[src/rtl/lsu_pkg.sv]
// ============================================================================
// lsu_pkg : shared encodings and default sizes for the MEM-stage load/store unit
// Revision: 1.0
// ============================================================================
`default_nettype none

package lsu_pkg;

   localparam logic SZ_BYTE = 1'b0;
   localparam logic SZ_HALF = 1'b1;

   typedef enum logic [0:0] {
      IDLE = 1'b0,
      RMW  = 1'b1
   } lsu_state_e;

   localparam int LSU_MEM_BYTES = 64;
   localparam int LSU_PROT_TOP  = 4;

endpackage

`default_nettype wire

[src/rtl/lsu_load_align.sv]
// ============================================================================
// lsu_load_align : selects and extends load data from the raw dm read word
// Revision: 1.0
// ============================================================================
`default_nettype none

module lsu_load_align
   import lsu_pkg::*;
#(
   parameter int DATA_W = 16
) (
   input  logic [DATA_W-1:0] dout,
   input  logic              size,
   input  logic              sign_ext,
   output logic [DATA_W-1:0] data
);

   always_comb begin
      data = dout;
      if (size == SZ_BYTE) begin
         if (sign_ext) begin
            data = {{(DATA_W-8){dout[7]}}, dout[7:0]};
         end else begin
            data = {{(DATA_W-8){1'b0}}, dout[7:0]};
         end
      end
   end

endmodule

`default_nettype wire

[src/rtl/mem_stage_lsu.sv]
// ============================================================================
// mem_stage_lsu : MEM-stage load/store unit; byte stores via read-modify-write.
// Optional macro LSU_ALIGN_CHECK_EN makes odd-address halfword accesses fault.
// Revision: 1.0
// ============================================================================
`default_nettype none

module mem_stage_lsu
   import lsu_pkg::*;
#(
   parameter int ADDR_W    = 16,
   parameter int DATA_W    = 16,
   parameter int MEM_BYTES = LSU_MEM_BYTES,
   parameter int PROT_TOP  = LSU_PROT_TOP
) (
   input  logic              clk,
   input  logic              rst,
   input  logic              req_valid,
   input  logic              req_we,
   input  logic              req_size,
   input  logic              req_signed,
   input  logic [ADDR_W-1:0] req_addr,
   input  logic [DATA_W-1:0] req_wdata,
   output logic              stall,
   output logic              resp_valid,
   output logic [DATA_W-1:0] resp_rdata,
   output logic              fault,
   output logic [ADDR_W-1:0] fault_addr,
   output logic              dm_we,
   output logic [ADDR_W-1:0] dm_addr,
   output logic [DATA_W-1:0] dm_din,
   input  logic [DATA_W-1:0] dm_dout
);

   localparam logic [ADDR_W-1:0] LAST_ADDR = ADDR_W'(MEM_BYTES - 1);
   localparam logic [ADDR_W-1:0] PROT_ADDR = ADDR_W'(PROT_TOP);

   lsu_state_e        state_q, state_d;
   logic [ADDR_W-1:0] rmw_addr_q, rmw_addr_d;
   logic [7:0]        rmw_byte_q, rmw_byte_d;
   logic [7:0]        rmw_hi_q, rmw_hi_d;
   logic              resp_valid_q, resp_valid_d;
   logic [DATA_W-1:0] resp_rdata_q, resp_rdata_d;
   logic              fault_q, fault_d;
   logic [ADDR_W-1:0] fault_addr_q, fault_addr_d;

   logic              misaligned;
   logic              illegal;
   logic [DATA_W-1:0] load_data;

   lsu_load_align #(
      .DATA_W (DATA_W)
   ) u_load_align (
      .dout     (dm_dout),
      .size     (req_size),
      .sign_ext (req_signed),
      .data     (load_data)
   );

   always_comb begin
`ifdef LSU_ALIGN_CHECK_EN
      misaligned = (req_size == SZ_HALF) && req_addr[0];
`else
      misaligned = 1'b0;
`endif
      illegal = (req_addr >= LAST_ADDR) || (req_we && (req_addr <= PROT_ADDR)) || misaligned;
   end

   always_comb begin
      state_d      = state_q;
      rmw_addr_d   = rmw_addr_q;
      rmw_byte_d   = rmw_byte_q;
      rmw_hi_d     = rmw_hi_q;
      resp_valid_d = 1'b0;
      resp_rdata_d = resp_rdata_q;
      fault_d      = 1'b0;
      fault_addr_d = fault_addr_q;
      dm_we        = 1'b0;
      dm_addr      = req_addr;
      dm_din       = req_wdata;

      if (state_q == RMW) begin
         // Second half of a byte store: merge the new byte with the old upper byte.
         dm_we   = 1'b1;
         dm_addr = rmw_addr_q;
         dm_din  = DATA_W'({rmw_hi_q, rmw_byte_q});
         state_d = IDLE;
      end else if (req_valid) begin
         if (illegal) begin
            fault_d      = 1'b1;
            fault_addr_d = req_addr;
            if (!req_we) begin
               resp_valid_d = 1'b1;
               resp_rdata_d = '0;
            end
         end else if (!req_we) begin
            resp_valid_d = 1'b1;
            resp_rdata_d = load_data;
         end else if (req_size == SZ_HALF) begin
            dm_we = 1'b1;
         end else begin
            rmw_addr_d = req_addr;
            rmw_byte_d = req_wdata[7:0];
            rmw_hi_d   = dm_dout[15:8];
            state_d    = RMW;
         end
      end

      if (rst) begin
         dm_we = 1'b0;
      end
   end

   always_ff @(posedge clk) begin
      if (rst) begin
         state_q      <= IDLE;
         rmw_addr_q   <= '0;
         rmw_byte_q   <= '0;
         rmw_hi_q     <= '0;
         resp_valid_q <= 1'b0;
         resp_rdata_q <= '0;
         fault_q      <= 1'b0;
         fault_addr_q <= '0;
      end else begin
         state_q      <= state_d;
         rmw_addr_q   <= rmw_addr_d;
         rmw_byte_q   <= rmw_byte_d;
         rmw_hi_q     <= rmw_hi_d;
         resp_valid_q <= resp_valid_d;
         resp_rdata_q <= resp_rdata_d;
         fault_q      <= fault_d;
         fault_addr_q <= fault_addr_d;
      end
   end

   assign stall      = (state_q == RMW);
   assign resp_valid = resp_valid_q;
   assign resp_rdata = resp_rdata_q;
   assign fault      = fault_q;
   assign fault_addr = fault_addr_q;

endmodule

`default_nettype wire

[config.mk]
export PLATFORM = sky130hd
export DESIGN_NAME = mem_stage_lsu
export DESIGN_NICKNAME = d
export VERILOG_FILES = /design/src/rtl/lsu_pkg.sv /design/src/rtl/lsu_load_align.sv /design/src/rtl/mem_stage_lsu.sv
export SDC_FILE = /design/constraint.sdc
export NUM_CORES = 1
export LEC_CHECK = 0
export CAP_MARGIN = 15
export CORE_AREA = 2 2 85 87
export DETAILED_ROUTE_END_ITERATION = 10
export DIE_AREA = 0 0 87 89
export PLACE_DENSITY = 0.92
export SYNTH_ARGS = -nofsm -noshare
export SYNTH_HDL_FRONTEND = slang
export SYNTH_SLANG_ARGS = --single-unit
[constraint.sdc]
create_clock -name clk -period 3.2 [get_ports clk]
set_input_delay 0.64 -clock clk [delete_from_list [all_inputs] [get_ports clk]]
set_output_delay 0.64 -clock clk [all_outputs]
set_load 0.02 [all_outputs]
Word level (Yosys, flattened, before mapping)
Index checks and enable logic that the tools add are counted.
{"block": "totals", "register_bits": 67, "in_bits": 54, "out_inout_bits": 68, "elab_cells": 38}
{"block": "classes", "order_cmp": 2, "n_mux": 16, "bitwise": 5, "reduce_logical": 7}
{"cell": "16-bit 2-to-1 mux", "n": 7}
{"cell": "16-bit by 6-bit >= comparator with 1-bit output, second input constant", "n": 1}
{"cell": "16-bit by 3-bit <= comparator with 1-bit output, second input constant", "n": 1}
{"cell": "1-bit 2-to-1 mux", "n": 9}
{"cell": "3-bit AND reduction", "n": 2}
{"cell": "1-bit inverter", "n": 5}
{"cell": "5-bit AND reduction", "n": 1}
{"cell": "5-bit OR reduction", "n": 1}
{"cell": "3-bit OR reduction", "n": 1}
{"cell": "1-bit logical AND", "n": 1}
{"cell": "1-bit logical OR", "n": 1}

Logic depth before layout (Yosys ltp)
Gate-level depths: netlist (run 1).
{"block": "logic_depth", "word_depth": 7, "depth_mapped": 7, "mapped_depth_nobuf": 4}

Modules after synthesis
A second synthesis (run 1) with hierarchy kept.
{"block": "unflattened", "hier_cells": 309, "area_unflattened_um2": 3215.6}
{"mod": "mem_stage_lsu", "instances": 1, "cells_per_inst": 283, "area_per_inst_um2": 3064.2, "seq_area_each_um2": 1341.3}
{"mod": "lsu_load_align", "instances": 1, "cells_per_inst": 26, "area_per_inst_um2": 151.4, "seq_area_each_um2": 0.0}

Least setup slack after synthesis (run 1)
No wires, ideal clock.
{"block": "synth_timing", "path_type": "input to output", "from": "input req_addr[12]", "to": "output dm_we", "arrival_ps": 2025, "required_time_ps": 2560, "setup_slack_ps": 535, "stages": 6, "n_path_buf": 2, "path_cell_list": "nor4_1 -> o211a_1 -> buf_2 -> clkbuf_1 -> a31oi_1 -> nor2_1"}
{"block": "synth_between", "elab_chain_len": 7, "word_cells_on_any_way": 8, "cone_classes": "2 x order compare; 4 x mux; 2 x reduce/logical"}
{"element": "start: declaration", "line": "mem_stage_lsu.sv:22", "source": "input logic [ADDR_W-1:0] req_addr,"}
{"element": "16-bit by 3-bit <= comparator with 1-bit output", "line": "mem_stage_lsu.sv:66", "source": "illegal = (req_addr >= LAST_ADDR) || (req_we && (req_addr <= PROT_ADDR)) || misaligned;"}
{"element": "1-bit logical AND", "line": "mem_stage_lsu.sv:66"}
{"element": "1-bit logical OR (*)", "line": "mem_stage_lsu.sv:66"}
{"element": "1-bit 2-to-1 mux (*)", "line": "mem_stage_lsu.sv:89", "source": "if (illegal) begin"}
{"element": "1-bit 2-to-1 mux (*)", "line": "mem_stage_lsu.sv:88", "source": "end else if (req_valid) begin"}
{"element": "1-bit 2-to-1 mux (*)", "line": "mem_stage_lsu.sv:82", "source": "if (state_q == RMW) begin"}
{"element": "1-bit 2-to-1 mux (*)", "line": "mem_stage_lsu.sv:109", "source": "if (rst) begin"}
{"element": "end: declaration", "line": "mem_stage_lsu.sv:29", "source": "output logic dm_we,"}
Every way passes the cells marked *; elsewhere a longest branch is shown, timed or not.

Worst setup path in the final report (run 1)
{"block": "layout_timing", "from": "input req_addr[3]", "to": "output dm_we"}
The elaborated chain is that of the path after synthesis.

==> results of run 1 <==
flip-flops by register name, summed over array words and instances (netlist names):
signal,count
stall,1
rmw_byte_q,8
rmw_hi_q,8
resp_rdata,16
fault_addr,16
resp_valid,1
fault,1
rmw_addr_q,16
metal layers:
layer | part of all wire (%) | track usage, % | vias to the layer above
met5 | 0 | 0 | -
met1 | 40 | 26.4 | 1345
met2 | 51 | 37.0 | 110
met4 | 2.0 | 10.4 | 0
li1 | - | - | 1328
met3 | 6.7 | 5.54 | 17
where the power goes:
part	switching, uW	leakage (uW)	total, uW	internal, uW
registers	6.93	0.000543	854	847
clock network	312	0.0000974	709	396
logic	137	0.00102	301	164
total	456	0.00166	1860	1410
kinds of logic after synthesis:
group,after synthesis
AOI/OAI and AO/OA,56
and+or+nand+nor,90
muxes,54
buffers and inverters,26
DFF,67
layout make-up:
class | instances | area, um^2
fill | 508 | 2130
multi-input combinational | 200 | 1620
sequential | 67 | 1340
timing repair buffer | 138 | 1330
clock buffer | 11 | 151
tap | 80 | 100
clock inverter | 4 | 50.0
tightest hold or removal path, cell delays in order (launching register included):
cell	delay, ns
dfxtp_1	0.31
nand2b_1	0.06
mux2i_1	0.05
stage by stage:
step	TNS [ns]	setup slack, ns	hold slack [ns]	power, uW	std cells
after floorplan	0	0.535	0.441	1010	293
after global placement	-0.145	-0.145	0.447	1170	485
after detailed placement	-0.0777	-0.0777	0.460	1170	485
after CTS	0	0.211	0.473	1880	500
after global routing	0	0.160	0.488	1930	500
final	0	0.215	0.472	1860	500
placed cells by master, fill, tap and decap left out, drive strengths merged:
| cell type | instances |
|---|---|
| o21a | 2 |
| mux2 | 32 |
| buf | 18 |
| dlygate4sd2 | 1 |
| a31oi | 1 |
| nor3 | 2 |
| o31ai | 16 |
| o21ai | 1 |
| nor3b | 11 |
| a21o | 1 |
| clkbuf | 11 |
| nand2 | 1 |
| a21oi | 17 |
| or3b | 1 |
| nor4 | 3 |
| or2b | 1 |
| dfxtp | 67 |
| nand2b | 46 |
| mux2i | 22 |
| nand4 | 17 |
| nor2b | 1 |
| clkinvlp | 2 |
| or4b | 1 |
| nor2 | 4 |
| and3 | 2 |
| bufinv | 1 |
| a32o | 8 |
| o211a | 1 |
| clkdlybuf4s50 | 119 |
| clkinv | 1 |
| o211ai | 1 |
| a22o | 8 |
final timing paths:
check | end | slack, ns | cells after the start | start
worst max register to register | rmw_addr_q[1] | 1.02 | 5 | stall
worst min-delay path | fault_addr[13] | 0.47 | 2 | fault_addr[13]
worst min register to register | fault_addr[13] | 0.47 | 2 | fault_addr[13]
worst max-delay path | dm_we | 0.21 | 6 | req_addr[3]
timing repair:
action / in CTS / in global routing
gates resized for setup: 3 / 0
setup buffers: 0 / 0
endpoints found under the setup margin: 1 / 0
==> flow_metrics.tcl, run 1 <==
set metrics [dict create \
    initial_core_util_pct 46.0 \
    rsz0062_at_grt "false" \
    startpoint_type "primary input" \
    grt_pass1_wl_mm 13.2 \
    die_h_um 89 \
    h-tree-depth 3 \
    cp_top_family "buffers and inverters" \
    port_buffers 121 \
    final_nets 470 \
    slew_viol_final 0 \
    hold_buffers 0 \
    synth.largest_area_cell "dfxtp_1" \
    postSynthNetCount 347 \
    avgSynthCellArea_um2 10.5 \
    stdcell_area_mm2 0.00459 \
    dr.pass1.iters 5 \
    ys.flop_type "dfxtp_1" \
    synth_seq_cells 67 \
    syn_area_mm2 0.00309 \
    synth-adder-area-share_pct 0 \
    clkLatencyLatePin_ns 0.34 \
    yosys-mux-area-fraction_pct 18.8 \
    grt_max_degree 69 \
    cts_tree "built" \
    vias 2800 \
    clock_skew_ns 0.00561 \
    critPathMaxStageDelay_ns 0.55 \
    antenna_found_initial 0 \
    clk_pin_slew_ns 0.07 \
    fmax_mhz 335 \
    period_share_pct 93.3 \
    crit_path_end_kind "output port" \
    min_path_type "reg -> reg" \
    area_delta_synth_final_pct 48.7 \
    place_area_mm2 0.00438 \
    track_usage_pct 22.0 \
    period_needed_ns 2.99 \
    cp_max_fo 2 \
    power.leakage_uw 0.00166 \
    diodes 0 \
    grt_pass1_vias 2691 \
    antenna_left 0 \
    synth_commonest_cells "dfxtp_1, nand2b_1, mux2_2" \
    layout-drive-gt1-share_pct 17.6 \
    path_cells "clkdlybuf4s50_1, or4b_4, o21a_1, a31oi_1, nor2_1, dlygate4sd2_1" \
    drt-wirelength-per-cell_um 16.9 \
    hold_viol 0 \
    finalSetupViolations 0 \
    fp.dieW_um 87 \
    yosys.area_share.simple_pct 19.5 \
    rows 30 \
    synth_top_family_by_area "simple AND/OR/NAND/NOR gates" \
    drtIter0Drc 103 \
    via_per_inst 5.60 \
    drcViolationCount 0 \
    yosysMostFrequentCell "dfxtp_1" \
    ys_async_sr_fraction_pct 0 \
    gp_congestion 0.839 \
    synth_cell_types 34 \
    dieArea_mm2 0.00774 \
    worst_path_max_delay_cell "or4b_4" \
    cts_buffers 9 \
    cap_violations 0 \
    synth_xor_area_share_pct 0 \
    io_pins 122 \
    synth_top_area_share_pct 43.4 \
    synth_warnings 0 \
    cts_root_buf "clkbuf_8" \
    crit_buf_inv 2 \
    ir_drop_mv 0.169 \
    syn_inst 293 \
    worst_ep_arrival_time_ns 2.35 \
    slew_headroom_pct 30.1 \
    power_density_mw_per_mm2 406 \
    wl_mm 8.47 \
    status "completed" \
    ctsLongestPathBuffers 2 \
    ys_seq_area_share_pct 43.4 \
    tightestPinTransition_ns 1.04 \
    synthTopCellsByArea "dfxtp_1, mux2_2, nand2b_1, mux2i_1, o31ai_1" \
    dp_hpwl_mm 5.92 \
    crit_type "in -> out" \
    final_util_pct 68.3 \
    clkSinkCount 67 \
    synth_compound_area_share_pct 13.7 \
    crit_required_ns 2.56 \
    core_area_mm2 0.00672 \
    grt_remaining_overflow 0 \
    synth_edf_count 0 \
]
(Power assumes the default switching activity.)
==> run 2: changes to the inputs <==
--- a/config.mk
+++ b/config.mk
@@ -5,11 +5,10 @@
 export SDC_FILE = /design/constraint.sdc
 export NUM_CORES = 1
 export LEC_CHECK = 0
-export CAP_MARGIN = 15
 export CORE_AREA = 2 2 85 87
 export DETAILED_ROUTE_END_ITERATION = 10
 export DIE_AREA = 0 0 87 89
-export PLACE_DENSITY = 0.92
+export PLACE_DENSITY = 0.83
 export SYNTH_ARGS = -nofsm -noshare
 export SYNTH_HDL_FRONTEND = slang
 export SYNTH_SLANG_ARGS = --single-unit
==> run 2 against run 1 <==
  * Global-route usage up 0.23 points
  * Via count down 0.21%
  * Core utilization unchanged
  * Critical path depth unchanged
  * Clock power down 2%
  * Register-to-register slack better by 0.06 ns
  * Die area unchanged
  * Total power down 1.1%
  * Combinational power about the same
  * Critical endpoint unchanged
  * Highest routed layer unchanged
==> flow_metrics.tcl, run 2 (synthesis gave the netlist of run 1 again) <==
set metrics [dict create \
    cp_top_family "buffers and inverters" \
    clkLatencyLatePin_ns 0.34 \
    fp.dieW_um 87 \
    p_switching_uw 456 \
    worst_ep_arrival_time_ns 2.35 \
    grt_pass1_wl_mm 13.5 \
    slew_headroom_pct 31.9 \
    rr_worst_depth 5 \
    crit_required_ns 2.56 \
    die_h_um 89 \
    dp_worst_setup_slack_ns -0.0901 \
    period_needed_ns 2.99 \
    layout_commonest_cell "clkdlybuf4s50_1" \
    crit_path_end_kind "output port" \
    core_area_mm2 0.00672 \
    cp_max_fo 2 \
    final_cell_count_no_fill 501 \
    dr.pass1.iters 4 \
    startpoint_type "primary input" \
    status "completed" \
    drtIter0Drc 88 \
    gp_congestion 0.803 \
    power_density_mw_per_mm2 401 \
    power_frac_clock_pct 37.5 \
    fin_hold_ws_ns 0.469 \
    track_usage_pct 22.2 \
    ir_drop_mv 0.271 \
    tightestPinTransition_ns 1.02 \
    cts_buffers 9 \
    clkSinkCount 67 \
    grt_max_degree 69 \
    cap_violations 0 \
    crit_buf_inv 2 \
    antenna_found_initial 0 \
    rows 30 \
    ctsLongestPathBuffers 2 \
    via_per_inst 5.58 \
    area_delta_synth_final_pct 48.7 \
    cts_tree "built" \
    dieArea_mm2 0.00774 \
    critPathMaxStageDelay_ns 0.55 \
    hold_viol 0 \
    regArea_mm2 0.00134 \
    multi_input_area_mm2 0.00161 \
    hold_buffers 0 \
    clock_skew_ns 0.00593 \
    antenna_left 0 \
    min_path_type "reg -> reg" \
    period_share_pct 93.4 \
    place_area_mm2 0.00439 \
    setup_slack_ns 0.212 \
    wl_mm 8.26 \
    vias 2794 \
    worst-path-stages 6 \
    cts_root_buf "clkbuf_8" \
    tns_ns 0 \
    clk_pin_slew_ns 0.07 \
    dpl.cell_count 485 \
    drt-wirelength-per-cell_um 16.5 \
    fmax_mhz 335 \
    finalSetupViolations 0 \
    power.leakage_uw 0.00166 \
    combinationalPowerShare_pct 16.1 \
    stdcell_area_mm2 0.00459 \
    path_cells "clkdlybuf4s50_1, or4b_4, o21a_1, a31oi_1, nor2_1, dlygate4sd2_1" \
    drcViolationCount 0 \
    dp_hpwl_mm 5.73 \
    diodes 0 \
    initial_core_util_pct 46.0 \
    io_pins 122 \
    port_buffers 121 \
    slew_viol_final 0 \
    grt_remaining_overflow 0 \
    grt_pass1_vias 2775 \
    layout_common_cells "clkdlybuf4s50_1, dfxtp_1, nand2b_1, mux2_2, mux2i_1" \
    switching_share_pct 24.7 \
    worst_path_max_delay_cell "or4b_4" \
    final_nets 470 \
    p_int_uw 1390 \
    num-fill-cells 505 \
    rsz0062_at_grt "false" \
    whs_path_depth 1 \
    seqPwrFrac_pct 46.3 \
    layout-drive-gt1-share_pct 17.6 \
    h-tree-depth 3 \
    crit_type "in -> out" \
]
[run 2: stage by stage]
step / utilization, % / total power [uW]
after CTS: 68.3 / 1860
after floorplan: - / 1010
after global placement: 65.4 / 1170
after global routing: 68.3 / 1920
final: 68.3 / 1840
after detailed placement: 65.4 / 1170
[run 2: per-layer routing]
metal | wire (um) | GRT usage (%) | vias up
met2 | 4170 | 38.1 | 110
met1 | 3340 | 25.9 | 1336
met3 | 579 | 5.82 | 14
met5 | 0 | 0 | -
met4 | 166 | 10.5 | 0
li1 | - | - | 1334
[run 2: what timing repair did]
action	4_1_cts	5_1_grt
gates resized for setup	2	0
buffers inserted	0	0
setup endpoints to repair	1	0
[run 2: power by group through the flow]
stage          logic, uW  clock network, uW  registers [uW]
4_1_cts              299                705             854
6_report             298                692             854
3_5_place_dp         297                  0             873
3_3_place_gp         293                  0             872
2_1_floorplan        117                  0             890
5_1_grt              318                744             855
[run 2: worst paths after layout]
| kind | startpoint | to | slack [ns] |
|---|---|---|---|
| min reg2reg | resp_rdata[12] | resp_rdata[12] | 0.47 |
| min | resp_rdata[12] | resp_rdata[12] | 0.47 |
| max | req_addr[3] | dm_we | 0.21 |
| max reg2reg | stall | rmw_addr_q[1] | 1.08 |
[run 2: final cells by class]
type	count	share of cell area, %
Multi-Input combinational cell	200	35.1
Timing Repair Buffer	138	29.3
Sequential cell	67	29.2
Clock buffer	11	3.08
Tap cell	80	2.18
Clock inverter	5	1.14
==> variant: new RTL, flow settings as in run 2 <==
Take the reset off `fault_addr_q` and load it in a clocked block of its own.
--- a/src/rtl/mem_stage_lsu.sv
+++ b/src/rtl/mem_stage_lsu.sv
@@ -120,7 +120,6 @@
          resp_valid_q <= 1'b0;
          resp_rdata_q <= '0;
          fault_q      <= 1'b0;
-         fault_addr_q <= '0;
       end else begin
          state_q      <= state_d;
          rmw_addr_q   <= rmw_addr_d;
@@ -129,8 +128,11 @@
          resp_valid_q <= resp_valid_d;
          resp_rdata_q <= resp_rdata_d;
          fault_q      <= fault_d;
-         fault_addr_q <= fault_addr_d;
       end
+   end
+
+   always_ff @(posedge clk) begin
+      fault_addr_q <= fault_addr_d;
    end
 
    assign stall      = (state_q == RMW);
Check against the original RTL: not equivalent (Yosys sat finds a counterexample within 4 cycles, from zero or initial values and one cycle with rst high).
==> variant against run 2 <==
  * Routed wire length grew 0.45%
  * Global-route usage fell by 0.49 points
  * Power is 1.7% higher
  * Cell area decreased by 0.27%
  * Sequential power rose by 4.0%
  * Count of clock-buffer cells in the layout decreased by 2
  * Sequential cell count unchanged
  * Hold slack got worse by 0.0028 ns
  * Die area is the same
  * Clock power is 2% higher
  * Non-clock buffer count up 7
  * Synthesized area decreased by 3.3%
  * First-iteration DRC count is 43% higher
  * Worst setup slack got worse by 0.090 ns
  * Critical endpoint unchanged
  * Largest power group unchanged
==> variant: results <==
export IMPL_routed_wirelength_um=8300
export IMPL_syn_nets=312
export IMPL_hold_path_depth=2
export IMPL_post_dp_cell_area_sq_um=4380
export IMPL_hold_class="flop to flop"
export IMPL_cpPeakStageDelay_ns=0.59
export IMPL_outcome="finished clean"
export IMPL_finalClockSkew_ns=0.00696
export IMPL_post_cts_buffers=0
export IMPL_crit_slowest_cell="or4_4"
export IMPL_synth_distinct_cells=30
export IMPL_clockBufferDepth=2
export IMPL_reg2reg_depth=5
export IMPL_cts_buffers=9
export IMPL_grt_pass1_wl_um=13200
export IMPL_first_pass_iters=4
export IMPL_drive_above_1_share_pct=24.4
export IMPL_seq_area_frac_synth_pct=50.3
export IMPL_min_to="rmw_byte_q[4]"
export IMPL_cp_arrival_ns=2.44
export IMPL_async_reset_ff_share_pct=0
export IMPL_dpl_hpwl_um=5750
export IMPL_fin_nets=443
export IMPL_cts_root_buf="clkbuf_8"
export IMPL_yosys_warnings=0
export IMPL_synthFlopType="dfxtp_1"
export IMPL_path_clk_slew_ns=0.07
export IMPL_r2r_setup_slack_ns=1.21
export IMPL_synth_top_cells_by_count="dfxtp_1, mux2_2, a21oi_1"
export IMPL_clk_latency_ns=0.35
export IMPL_rr_endpoint="rmw_hi_q[0]"
export IMPL_min_from="rmw_byte_q[4]"
export IMPL_p_leak_nw=1.55
export IMPL_netlist_instances=258
export IMPL_regToRegStartpoint="stall"
export IMPL_drt_initial_drc_count=126
export IMPL_fillers=534
export IMPL_hold_slack_ns=0.466
export IMPL_synthTopCellsByArea="dfxtp_1, edfxtp_1, mux2_2, o31ai_2, a21oi_1"
export IMPL_antenna_cells=0
export IMPL_max_slew_margin_rel_pct=33.7
export IMPL_cts_max_level=3
export IMPL_critPathMaxFanout=3
export IMPL_peakVddDrop_v=0.000218
export IMPL_groute_usage_overall_pct=21.7
export IMPL_gp_congestion=0.876
export IMPL_portBuffers=121
export IMPL_grt_antenna_before_repair=0
export IMPL_vias=2703
export IMPL_synth_edf_count=16
export IMPL_grt_max_degree=37
==> variant: area by class of cell <==
type	instances	area [sq um]	share of cell area, %
Tap cell	80	100	2.19
Timing Repair Buffer	145	1420	30.9
Clock buffer	9	124	2.70
Multi-Input combinational cell	166	1360	29.8
Clock inverter	7	76.3	1.67
Sequential cell	67	1500	32.8
==> variant: repair_timing <==
| item | in CTS | in global routing |
|---|---|---|
| endpoints found under the hold margin | 0 | 0 |
| hold buffers | 0 | 0 |
| gates resized for setup | 1 | 0 |
| setup endpoints to repair | 1 | 0 |
==> variant: through the flow <==
| step | setup WS, ns | cells |
|---|---|---|
| 6_report | 0.122 | 474 |
| 2_1_floorplan | 0.478 | 258 |
| 5_1_grt | 0.0279 | 474 |
| 3_3_place_gp | -0.129 | 458 |
| 4_1_cts | 0.121 | 474 |
| 3_5_place_dp | -0.145 | 458 |
==> variant: how the worst max path moves through the flow <==
stage	from	to	slack, ns
floorplan	req_addr[3]	fault_addr[0]	0.48
global placement	req_addr[8]	dm_we	-0.13
detailed placement	req_addr[8]	dm_we	-0.15
CTS	req_addr[8]	dm_we	0.12
global route	req_addr[8]	dm_we	0.03
finish	req_addr[8]	dm_we	0.12
==> variant: metal layers <==
metal | track usage, % | wire length (um) | vias up | share of wire [%]
met5 | 0 | 0 | - | 0
met4 | 7.95 | 97 | 0 | 1.2
met3 | 7.02 | 693 | 9 | 8.3
met2 | 36.8 | 4100 | 135 | 49
met1 | 25.9 | 3410 | 1295 | 41
li1 | - | - | 1264 | -
==> variant: critical path, delay by kind of cell <==
family	cells	cell delay, ns
AO/OA/AOI/OAI	2	0.30
AND/OR/NAND/NOR	2	0.68
buffers and inverters	2	0.81
==> variant: report_power, final <==
part / internal (mW) / switching (mW) / leakage (nW)
Clock: 0.365 / 0.340 / 0.0962
Sequential: 0.884 / 0.00437 / 0.568
Combinational: 0.154 / 0.128 / 0.885
==> variant: logic make-up after synthesis <==
kind of cell / Yosys count / share of synthesized area (%)
flops: 67 / 50.3
compound gates: 73 / 20.7
mux: 32 / 12.1
buf+inv: 25 / 4.27
simple gates: 61 / 12.7
